$ cat config.mk
export PLATFORM = sky130hd
export DESIGN_NAME = ibex_input_debounce_flat
export DESIGN_NICKNAME = d
export VERILOG_FILES = /design/src/rtl/ibex_input_debounce_if.sv /design/src/rtl/ibex_input_debounce.sv /design/src/flat_wrapper.sv
export SDC_FILE = /design/constraint.sdc
export NUM_CORES = 1
export LEC_CHECK = 0
export ABC_AREA = 1
export CAP_MARGIN = 20
export CORE_AREA = 2 2 137 139
export DETAILED_ROUTE_END_ITERATION = 16
export DIE_AREA = 0 0 139 141
export DONT_BUFFER_PORTS = 1
export PLACE_DENSITY_LB_ADDON = 0.12
export SYNTH_ARGS = -nofsm -noshare
export SYNTH_HDL_FRONTEND = slang
export SYNTH_SLANG_ARGS = --single-unit
$ cat constraint.sdc
create_clock -name clk_sys_i -period 1.37 [get_ports clk_sys_i]
set_clock_uncertainty 0.05 [all_clocks]
set_input_delay 0.137 -clock clk_sys_i [delete_from_list [all_inputs] [get_ports clk_sys_i]]
set_output_delay 0.137 -clock clk_sys_i [all_outputs]
set_load 0.02 [all_outputs]
$ cat src/rtl/ibex_input_debounce_if.sv
// Signal bundle between the board-input conditioner and its consumer.
// The master side drives pins and clears. The slave side is the conditioner.
interface ibex_input_debounce_if #(
  parameter int Width = 8
);
  logic [Width-1:0] raw_i;
  logic [Width-1:0] clear_i;
  logic [Width-1:0] state_o;
  logic [Width-1:0] rise_o;
  logic [Width-1:0] fall_o;
  logic [Width-1:0] pending_o;
  logic             irq_o;

  modport master (
    output raw_i,
    output clear_i,
    input  state_o,
    input  rise_o,
    input  fall_o,
    input  pending_o,
    input  irq_o
  );

  modport slave (
    input  raw_i,
    input  clear_i,
    output state_o,
    output rise_o,
    output fall_o,
    output pending_o,
    output irq_o
  );
endinterface

$ cat src/rtl/ibex_input_debounce.sv
// Board-input conditioner: per-bit two-flop synchroniser, stability-counter debounce,
// registered rise/fall strobes and a sticky write-1-to-clear pending map with IRQ.
module ibex_input_debounce #(
  parameter int Width          = 8,
  parameter int DebounceCycles = 50000
) (
  input  logic                 clk_sys_i,
  input  logic                 rst_sys_i,
  ibex_input_debounce_if.slave bus
);

  localparam int CntW = $clog2(DebounceCycles + 1);
  localparam logic [CntW-1:0] CntMax = CntW'(DebounceCycles - 1);
  localparam logic [CntW-1:0] CntOne = CntW'(1);

  logic [Width-1:0] meta_q, meta_d;
  logic [Width-1:0] sync_q, sync_d;
  logic [Width-1:0] state_q, state_d;
  logic [Width-1:0] rise_q, rise_d;
  logic [Width-1:0] fall_q, fall_d;
  logic [Width-1:0] pending_q, pending_d;
  logic             irq_q, irq_d;
  logic [CntW-1:0]  cnt_q [Width];
  logic [CntW-1:0]  cnt_d [Width];

  // Next-state logic: debounce counters, strobes and pending bookkeeping.
  always_comb begin
    meta_d  = bus.raw_i;
    sync_d  = meta_q;
    state_d = state_q;
    rise_d  = '0;
    fall_d  = '0;
    for (int i = 0; i < Width; i++) begin
      cnt_d[i] = '0;
      if (sync_q[i] == state_q[i]) begin
        cnt_d[i] = '0;
      end else if (cnt_q[i] == CntMax) begin
        // Change has been stable long enough: accept it and restart counting.
        cnt_d[i]   = '0;
        state_d[i] = sync_q[i];
        rise_d[i]  = sync_q[i];
        fall_d[i]  = ~sync_q[i];
      end else begin
        cnt_d[i] = cnt_q[i] + CntOne;
      end
    end
    // A rise in the same cycle as a clear keeps the bit set.
    pending_d = (pending_q & ~bus.clear_i) | rise_q;
    irq_d     = |pending_d;
  end

  // State registers with synchronous reset.
  always_ff @(posedge clk_sys_i) begin
    if (rst_sys_i) begin
      meta_q    <= '0;
      sync_q    <= '0;
      state_q   <= '0;
      rise_q    <= '0;
      fall_q    <= '0;
      pending_q <= '0;
      irq_q     <= 1'b0;
      for (int i = 0; i < Width; i++) begin
        cnt_q[i] <= '0;
      end
    end else begin
      meta_q    <= meta_d;
      sync_q    <= sync_d;
      state_q   <= state_d;
      rise_q    <= rise_d;
      fall_q    <= fall_d;
      pending_q <= pending_d;
      irq_q     <= irq_d;
      for (int i = 0; i < Width; i++) begin
        cnt_q[i] <= cnt_d[i];
      end
    end
  end

  assign bus.state_o   = state_q;
  assign bus.rise_o    = rise_q;
  assign bus.fall_o    = fall_q;
  assign bus.pending_o = pending_q;
  assign bus.irq_o     = irq_q;

endmodule

$ cat src/flat_wrapper.sv
// flat-port wrapper written by rule: the top's interface ports become plain ports
module ibex_input_debounce_flat 
#(
  parameter int Width          = 8,
  parameter int DebounceCycles = 50000
)
  (clk_sys_i, rst_sys_i, bus_raw_i, bus_clear_i, bus_state_o, bus_rise_o, bus_fall_o, bus_pending_o, bus_irq_o);
  ibex_input_debounce_if #(.Width(Width)) bus_i ();
  input  logic clk_sys_i;
  input  logic rst_sys_i;
  input wire logic [$bits(bus_i.raw_i)-1:0] bus_raw_i;
  input wire logic [$bits(bus_i.clear_i)-1:0] bus_clear_i;
  output wire logic [$bits(bus_i.state_o)-1:0] bus_state_o;
  output wire logic [$bits(bus_i.rise_o)-1:0] bus_rise_o;
  output wire logic [$bits(bus_i.fall_o)-1:0] bus_fall_o;
  output wire logic [$bits(bus_i.pending_o)-1:0] bus_pending_o;
  output wire logic [$bits(bus_i.irq_o)-1:0] bus_irq_o;
  assign bus_i.raw_i = bus_raw_i;
  assign bus_i.clear_i = bus_clear_i;
  assign bus_state_o = bus_i.state_o;
  assign bus_rise_o = bus_i.rise_o;
  assign bus_fall_o = bus_i.fall_o;
  assign bus_pending_o = bus_i.pending_o;
  assign bus_irq_o = bus_i.irq_o;
  ibex_input_debounce #(.Width(Width), .DebounceCycles(DebounceCycles)) u_core (.clk_sys_i(clk_sys_i), .rst_sys_i(rst_sys_i), .bus(bus_i));
endmodule
==> qor.csv, run 1 <==
stage,metric,value,unit
global_routing,antenna_found_initial,0,
global_routing,grt_max_degree,31,
yosys,postSynthAreaPerCell,7.03,um^2
sta,setup_viol,4,
sta,maxSlewHeadroom,79.0,%
place,place_hpwl,12500,um
floorplanning,initial_core_util,44.1,%
sta,max_freq,0.726,GHz
place,placed_area,0.00918,mm^2
yosys,synth.cell_area,0.00806,mm^2
setup_path,reg2regPathDepth,9,
status,violations,"negative hold slack, negative setup slack",
route,initialDrtViolationCount,325,
sta,min_period_over_period,101,%
floorplanning,die_w,139,um
global_routing,grt_usage,18.4,%
sta,finalMaxSlewViolations,0,
route,wire_per_inst,11.8,um
yosys,yosysWarnings,0,
power,clockPowerShare,48.5,%
power,p_comb_share,2.1,%
worst_hold_path,worstHoldPathCells,1,
clocking,cts_hold_buffers,22,
cells_and_area,fin_area,0.0106,mm^2
sta,layout_min_cycle_time,1.38,ns
route,vias_per_cell,4.70,
global_routing,grt_pass1_wl,29700,um
sta,worstMarginPinSlew,0.315,ns
clocking,clockRootBuffer,clkbuf_16,
setup_path,cp-start-kind,register,
cells_and_area,n_antenna_cell,0,
worst_hold_path,hold_path_class,in -> reg,
yosys,syn_inst,1147,
floorplanning,fp.dieArea,0.0196,mm^2
power,vdd_drop_max,1080,uV
power,power_density,992,mW/mm^2
floorplanning,die_h,141,um
yosys,synth_cell_type_count,33,
sta,worst_slack,-0.00752,ns
yosys,netlist_top_cells_area,"dfxtp_1 (44%), nor2_1 (13%), nand2_1 (12%)",
clocking,htree_levels,4,
setup_path,cp-end-kind,register,
yosys,yosysTopAreaCellShare,44.0,%
floorplanning,coreArea,0.0183,mm^2
status,status,"complete, but fails checks",
clocking,clkTransAtPathRegs,0.07,ns
route,routed_wl,18200,um
power,netSwitchingFraction,20.9,%
global_routing,overflow,0,
flow_run,cap_violations,0,
power,p_seq_share,49.5,%
cells_and_area,areaGrowthSynthToFinish,31.3,%
place,io_buffers,0,
route,first_pass_iters,5,
floorplanning,row_count,50,
cells_and_area,layout_common_cells,"nand2_1 (253), nor2_1 (245), dfxtp_1 (145)",
yosys,syn_nets,1173,
sta,hold_viol_final,17,
route,detail-route-antenna-nets,0,
global_routing,grt_pass1_vias,6651,
setup_path,cp.arrival,1.66,ns
route,num_vias,7255,
clocking,clock_path_buffers,2,
cells_and_area,nNetsFinal,1323,
clocking,clk_latency,0.44,ns
cells_and_area,final_util,57.9,%
yosys,ys_ff_latch,177,
setup_path,crit_start,u_core.cnt_q[0][32],
setup_path,critical_path_class,reg -> reg,
cells_and_area,layout_commonest_cell,nand2_1,
cells_and_area,drive_gt1_share,23.4,%
route,drc_errors,0,
clocking,cts.sinks,177,
power,p_leak,0.00393,uW
sta,rsz0062_at_grt,yes,
setup_path,r2r-start,u_core.cnt_q[0][32],
setup_path,crit_fanout,5,
setup_path,critPathRequiredTime,1.65,ns
yosys,synth_seq_area_share,44.0,%
worst_hold_path,worstHoldStart,rst_sys_i,
clocking,numCtsBuffers,17,
place,routabilityCongestion,0.885,
clocking,tritoncts,done,
yosys,synth_top_cell_by_area,dfxtp_1,
power,internal_power,8300,uW
floorplanning,ios,51,
sta,holdWs,-0.287,ns
power,switchingPower,2200,uW
-- state kept, by name (all words and copies together), names as in the netlist --
register / flops
u_core.bus.pending_o: 8
u_core.cnt_q: 128
u_core.meta_q: 8
u_core.bus.rise_o: 8
u_core.sync_q: 8
u_core.bus.state_o: 8
u_core.bus.irq_o: 1
u_core.bus.fall_o: 8
-- power by group through the flow --
stage	logic [uW]	registers [uW]	clock network, uW
global route	242	5190	5440
global placement	157	5310	0
finish	218	5190	5090
detailed placement	158	5310	0
floorplan	111	5300	0
CTS	206	5190	5230
-- timing repair --
item / in CTS / in global routing
resized for setup: 19 / 116
hold endpoints to repair: 83 / 19
pin swaps: 4 / 22
setup endpoints to repair: 61 / 140
cloned: 1 / 2
buffers inserted: 3 / 7
-- kinds of logic (layout without fill, tap and decap cells) --
logic type / after synthesis / count (layout) / share of synthesized area, %
adder cells (fa/ha/maj): 8 / 8 / 1.24
XOR/XNOR: 47 / 47 / 5.11
AO/OA/AOI/OAI: 74 / 74 / 4.98
AND/OR/NAND/NOR: 693 / 694 / 36.9
flip-flops: 177 / 177 / 44.0
buffers and inverters: 148 / 310 / 7.84
-- area by class of cell --
cell class | count | area (um^2)
clock buffer | 20 | 467
clock inverter | 12 | 158
fill | 1720 | 7680
inverter | 136 | 515
multi-input combinational | 823 | 4310
sequential | 177 | 3590
tap | 234 | 293
timing repair buffer | 142 | 1260
-- stage by stage --
stage | setup slack (ns) | hold WS, ns | total power, uW | std cells | setup TNS [ns]
after global placement | -0.0260 | 0.163 | 5470 | 1479 | -0.202
final | -0.00752 | -0.287 | 10500 | 1544 | -0.0126
after CTS | -0.0120 | -0.301 | 10600 | 1537 | -0.0309
after floorplan | 0.00287 | 0.194 | 5420 | 1147 | 0
after global routing | -0.0694 | -0.298 | 10900 | 1544 | -1.14
after detailed placement | -0.0412 | 0.165 | 5470 | 1479 | -0.829
-- path summary, 6_finish.rpt --
kind	endpoint	slack, ns
setup / recovery	u_core.cnt_q[0][34]	-0.008
hold / removal	u_core.bus.pending_o[2]	-0.29
setup reg to reg	u_core.cnt_q[0][34]	-0.008
hold reg to reg	u_core.cnt_q[0][96]	0.39
-- synthesized netlist by cell type (all sizes together) --
library cell  count
a21oi            64
a21o              2
nand4            31
and3              1
dfxtp           177
inv             136
o21bai            3
nand2           274
xnor2            16
xor2             31
nor3              7
nand3            75
ha                8
o21ai             5
nor3b             5
or2              10
clkbuf            2
nand3b            3
nor2            287
buf              10
-- metal layers --
metal	share of wire (%)	vias to the layer above	GRT usage, %
li1	-	3875	-
met1	48	3269	23.6
met2	47	87	30.6
met3	3.3	24	3.80
met4	1.9	0	6.91
met5	0	-	0
-- worst max-delay path: stages, from the launching register on --
cell and delay, ns:
dfxtp_4 0.37, ha_4 0.16, nand2_4 0.07, inv_4 0.06
nand2_4 0.05, nor2_4 0.12, nand2_2 0.08, nand2_4 0.12
clkbuf_16 0.17, nor3_2 0.03
(Power assumes the default switching activity.)
==> inputs of run 2 (changes only) <==
- CORE_AREA: 2 2 137 139 -> 3 3 106 184
- DIE_AREA: 0 0 139 141 -> 0 0 109 187
- clock period: 1.37 -> 1.7 ns (I/O delays scaled with it)
==> run 2 against run 1 <==
  * The run now ends clean
  * Non-clock buffer count down 115
  * Total power down 22%
  * Setup slack better by 0.12 ns
  * Count of clock-buffer cells in the layout down 2
  * Register-to-register slack better by 0.19 ns
  * First-iteration DRC count down 12%
  * Largest cell class unchanged
  * Highest routed layer unchanged
==> qor.csv, run 2 (synthesis results as in run 1) <==
stage,metric,value,unit
status,status,"complete, no violations",
place,dp.cells,1377,
power,clockPowerShare,47.1,%
place,routabilityCongestion,0.808,
power,p_comb_share,1.7,%
floorplanning,initial_core_util,44.4,%
cells_and_area,regMostFlops,u_core.cnt_q,
setup_path,cp_cell_sequence,dlygate4sd3_1 > buf_12 > inv_2 > nand2_1 > nor2_1 > nand2_4 > a21oi_1,
setup_path,cp-end-kind,register,
setup_path,critPathRequiredTime,2.01,ns
setup_path,cp_slowest_stage_delay,0.59,ns
place,place_hpwl,11900,um
cells_and_area,nNetsFinal,1207,
place,post-place-ws,0.0901,ns
flow_run,cap_violations,0,
sta,worst_slack,0.114,ns
setup_path,critical_path_class,in -> reg,
power,p_leak,0.00315,uW
sta,maxSlewHeadroom,67.5,%
power,internal_power,6330,uW
floorplanning,coreArea,0.0181,mm^2
clocking,clock_path_buffers,2,
sta,layout_min_cycle_time,1.59,ns
floorplanning,die_w,109,um
clocking,cts.sinks,177,
worst_hold_path,hold_path_class,in -> reg,
place,io_buffers,0,
sta,finalMaxSlewViolations,0,
route,vias_per_cell,4.76,
route,drc_errors,0,
global_routing,grt_pass1_vias,6410,
cells_and_area,layout_commonest_cell,nor2_1,
cells_and_area,areaGrowthSynthToFinish,13.0,%
cells_and_area,nFillCells,1851,
clocking,numCtsBuffers,17,
clocking,clk_latency,0.43,ns
route,routed_wl,16400,um
power,total_power,8170,uW
route,wire_per_inst,11.5,um
route,detail-route-antenna-nets,0,
global_routing,grt_usage,17.0,%
clocking,clkTransAtPathRegs,0.07,ns
sta,max_freq,0.631,GHz
cells_and_area,drive_gt1_share,7.96,%
power,power_density,897,mW/mm^2
sta,setup_viol,0,
power,netSwitchingFraction,22.6,%
cells_and_area,layout_common_cells,"nor2_1 (268), nand2_1 (262), dfxtp_1 (177)",
sta,fin_setup_tns,0,ns
setup_path,cp-start-kind,input port,
sta,rsz0062_at_grt,no,
cells_and_area,n_antenna_cell,0,
cells_and_area,instances_no_fill,1428,
floorplanning,row_count,65,
floorplanning,die_h,187,um
global_routing,grt_max_degree,31,
setup_path,cp.arrival,1.89,ns
setup_path,critical_path.top_delay_family,buffers and inverters,
global_routing,antenna_found_initial,0,
cells_and_area,regArea,0.00354,mm^2
power,vdd_drop_max,550,uV
power,p_seq_share,51.2,%
floorplanning,ios,51,
setup_path,crit_fanout,30,
power,switchingPower,1850,uW
clocking,tritoncts,done,
route,initialDrtViolationCount,286,
setup_path,crit_buf_inv,3,
cells_and_area,multi_input_area,0.00392,mm^2
route,num_vias,6796,
clocking,clockRootBuffer,clkbuf_16,
sta,worstMarginPinSlew,0.487,ns
sta,min_period_over_period,93.3,%
setup_path,crit_path_top_delay_cell,dlygate4sd3_1,
clocking,cts_setup_buffers,0,
cells_and_area,largest_reg_flops,128,
floorplanning,fp.dieArea,0.0204,mm^2
sta,hold_viol_final,0,
global_routing,overflow,0,
route,first_pass_iters,4,
clocking,htree_levels,4,
global_routing,grt_pass1_wl,28000,um
run 2: cell count changes in the layout (fill, tap and decap cells not counted), moves of 7 or more:
| cell | previous run | this run |
|---|---|---|
| ha_1 | 0 | 8 |
| ha_4 | 7 | 0 |
| nor2_2 | 29 | 16 |
| nand2_2 | 12 | 5 |
| a21oi_1 | 49 | 59 |
| nor2_4 | 12 | 2 |
| a21oi_2 | 15 | 5 |
| dfxtp_2 | 30 | 0 |
| nor2_1 | 245 | 268 |
| nand3_2 | 9 | 2 |
| buf_4 | 108 | 8 |
| nand2_1 | 253 | 262 |
| dfxtp_1 | 145 | 177 |
| nand3_1 | 62 | 73 |
run 2: path summary, 6_finish.rpt:
| path | depth (start not counted) | startpoint | slack [ns] | to |
|---|---|---|---|---|
| max | 7 | rst_sys_i | 0.11 | u_core.cnt_q[0][77] |
| min | 4 | bus_clear_i[3] | 0.04 | u_core.bus.pending_o[3] |
| max reg2reg | 6 | u_core.cnt_q[0][112] | 0.18 | u_core.cnt_q[0][121] |
| min reg2reg | 2 | u_core.meta_q[6] | 0.35 | u_core.sync_q[6] |
run 2: power groups by stage:
stage	Clock (uW)	Combinational (uW)	Sequential, uW
4_1_cts	3990	137	4180
5_1_grt	4160	158	4180
3_3_place_gp	0	89.4	4280
6_report	3850	139	4180
3_5_place_dp	0	89.7	4280
2_1_floorplan	0	89.7	4270
run 2: repair_timing:
| action | in CTS | in global routing |
|---|---|---|
| endpoints found under the setup margin | 0 | 43 |
| resized for setup | 0 | 8 |
| hold buffers | 19 | 0 |
| hold endpoints to repair | 42 | 0 |
run 2: area by class of cell:
cell class	instances	share of cell area, %
Clock inverter	14	1.58
Timing Repair Buffer	27	2.86
Inverter	136	5.60
Tap cell	234	3.21
Clock buffer	18	4.82
Sequential cell	177	38.9
Multi-Input combinational cell	822	43.0
run 2: worst min-delay path, stage by stage:
cell    delay, ns
inv_1        0.02
a21o_1       0.20
inv_1        0.07
nor2_1       0.03
run 2: metal layers:
layer | global-route usage (%) | part of all wire, % | up-vias
met5 | 0 | 0 | -
met4 | 6.47 | 1.6 | 0
met3 | 4.42 | 3.7 | 16
met2 | 30.3 | 51 | 94
met1 | 18.8 | 44 | 3036
li1 | - | - | 3650
run 2: per-stage QoR:
step	instance area (um^2)	utilization [%]	hold WS (ns)
2_1_floorplan	8060	-	0.227
3_3_place_gp	8290	45.7	0.194
3_5_place_dp	8290	45.7	0.197
4_1_cts	9070	50.0	0.0341
5_1_grt	9110	50.2	0.0618
6_report	9110	50.2	0.0421
==> inputs of run 3 (changes only) <==
- CORE_AREA: 3 3 106 184 -> 3 3 138 140
- DIE_AREA: 0 0 109 187 -> 0 0 141 143
- HOLD_SLACK_MARGIN: default -> 0.03
==> run 3 against run 2 <==
  * Sequential power about the same
  * Cell count down 0.35%
  * First-iteration DRC count down 10%
  * Maximum frequency up 3.9%
  * Non-clock buffer count unchanged
  * Sequential share of layout area down 0.33 points
  * Via count down 2.2%
==> qor.csv, run 3 (synthesis results as in run 1) <==
stage,metric,value,unit
route,initialDrtViolationCount,257,
setup_path,critical_path_class,reg -> reg,
global_routing,overflow,0,
setup_path,crit_buf_inv,1,
power,vdd_drop_max,948,uV
power,p_comb_share,1.6,%
setup_path,critical_path.top_delay_family,simple AND/OR/NAND/NOR gates,
global_routing,grt_pass1_vias,6085,
route,num_vias,6649,
sta,fin_setup_tns,0,ns
clocking,cts.sinks,177,
sta,rsz0062_at_grt,no,
sta,layout_min_cycle_time,1.53,ns
place,place_hpwl,11500,um
cells_and_area,layout_common_cells,"nor2_1 (268), nand2_1 (262), dfxtp_1 (177)",
clocking,htree_levels,4,
floorplanning,die_h,143,um
clocking,clock_path_buffers,2,
power,power_density,955,mW/mm^2
power,clockPowerShare,50.7,%
floorplanning,die_w,141,um
floorplanning,fp.dieArea,0.0202,mm^2
clocking,tritoncts,done,
route,wire_per_inst,11.1,um
route,first_pass_iters,5,
global_routing,grt_max_degree,31,
floorplanning,row_count,49,
cells_and_area,final_util,51.1,%
sta,finalMaxSlewViolations,0,
setup_path,critPathRequiredTime,1.94,ns
sta,min_period_over_period,89.8,%
status,status,"complete, no violations",
power,total_power,8770,uW
power,netSwitchingFraction,19.1,%
place,dp.cells,1373,
global_routing,grt_pass1_wl,27100,um
sta,max_freq,0.655,GHz
floorplanning,ios,51,
worst_hold_path,hold_path_class,in -> reg,
clocking,clk_latency,0.42,ns
setup_path,cp_cell_sequence,ha_1 > nand2_1 > inv_2 > nand2_2 > nor2_2 > nand2_1 > nand2_2 > a21oi_1,
cells_and_area,areaGrowthSynthToFinish,14.0,%
cells_and_area,layout_commonest_cell,nor2_1,
power,internal_power,7100,uW
sta,maxSlewHeadroom,74.1,%
setup_path,cp.arrival,1.77,ns
setup_path,cp-start-kind,register,
global_routing,grt_usage,16.2,%
sta,holdWs,0.0532,ns
sta,setup_viol,0,
global_routing,antenna_found_initial,0,
cells_and_area,instances_no_fill,1423,
power,p_leak,0.00319,uW
route,detail-route-antenna-nets,0,
place,routabilityCongestion,0.830,
power,p_seq_share,47.7,%
place,io_buffers,0,
sta,hold_viol_final,0,
clocking,clkTransAtPathRegs,0.06,ns
cells_and_area,n_antenna_cell,0,
clocking,cts_setup_buffers,0,
route,drc_errors,0,
setup_path,cp_slowest_stage_delay,0.37,ns
setup_path,cp-end-kind,register,
flow_run,cap_violations,0,
clocking,clockRootBuffer,clkbuf_16,
clocking,numCtsBuffers,17,
sta,worstMarginPinSlew,0.388,ns
route,routed_wl,15800,um
cells_and_area,nNetsFinal,1207,
floorplanning,initial_core_util,44.9,%
power,switchingPower,1670,uW
setup_path,crit_fanout,15,
cells_and_area,regMostFlops,u_core.cnt_q,
setup_path,crit_path_top_delay_cell,dfxtp_1,
cells_and_area,largest_reg_flops,128,
cells_and_area,drive_gt1_share,7.79,%
route,vias_per_cell,4.67,
cells_and_area,nFillCells,1775,
setup_path,reg2reg_slack,0.17,ns
floorplanning,coreArea,0.0180,mm^2
-- run 3: changes by cell type in the layout (fill, tap and decap cells not counted), sizes merged --
| cell | delta |
|---|---|
| bufinv | +5 |
| dlygate4sd3 | -1 |
| clkinv | -3 |
| clkbuf | +5 |
| buf | +1 |
| inv | -7 |
-- run 3: path summary, 6_finish.rpt --
path                             from                       to  depth (start not counted)
hold reg to reg      u_core.meta_q[1]         u_core.sync_q[1]                          2
setup / recovery  u_core.cnt_q[0][32]      u_core.cnt_q[0][40]                          8
setup reg to reg  u_core.cnt_q[0][32]      u_core.cnt_q[0][40]                          8
hold / removal         bus_clear_i[0]  u_core.bus.pending_o[0]                          4
-- run 3: cell type report --
class / count / area, um^2 / area share (%)
clock buffers: 23 / 478 / 5.20
clock inverters: 9 / 201 / 2.19
inverters: 136 / 510 / 5.56
multi-input cells: 822 / 3910 / 42.5
flip-flops and latches: 177 / 3540 / 38.6
well taps: 229 / 287 / 3.12
repair buffers: 27 / 258 / 2.81
-- run 3: worst register-to-register path: stages, from the launching register on --
cell and delay [ns]:
dfxtp_1 0.37, ha_1 0.18, nand2_1 0.09, inv_2 0.07, nand2_2 0.06, nor2_2 0.13
nand2_1 0.10, nand2_2 0.26, a21oi_1 0.09
-- run 3: metal layers --
layer / wire length [um] / share of wire, % / GRT usage (%)
met1: 7860 / 50 / 21.3
met5: 0 / 0 / 0
met2: 7140 / 45 / 26.7
met4: 161 / 1.0 / 4.49
met3: 599 / 3.8 / 4.02
-- run 3: per-stage QoR --
step	cell area [um^2]	worst slack (ns)
floorplan	8060	0.296
global placement	8290	0.124
CTS	9160	0.0549
global route	9190	0.0109
finish	9190	0.174
detailed placement	8290	0.104
-- run 3: power by group through the flow --
stage          clock, uW  combinational, uW  sequential (uW)
4_1_cts             4600                137             4180
5_1_grt             4750                157             4190
2_1_floorplan          0               89.7             4270
6_report            4450                137             4190
3_5_place_dp           0               89.0             4280
3_3_place_gp           0               88.2             4280
-- run 3: repair_timing --
action,4_1_cts,5_1_grt
endpoints found under the setup margin,0,50
hold endpoints to repair,41,0
resized for setup,0,6
hold buffers,18,0
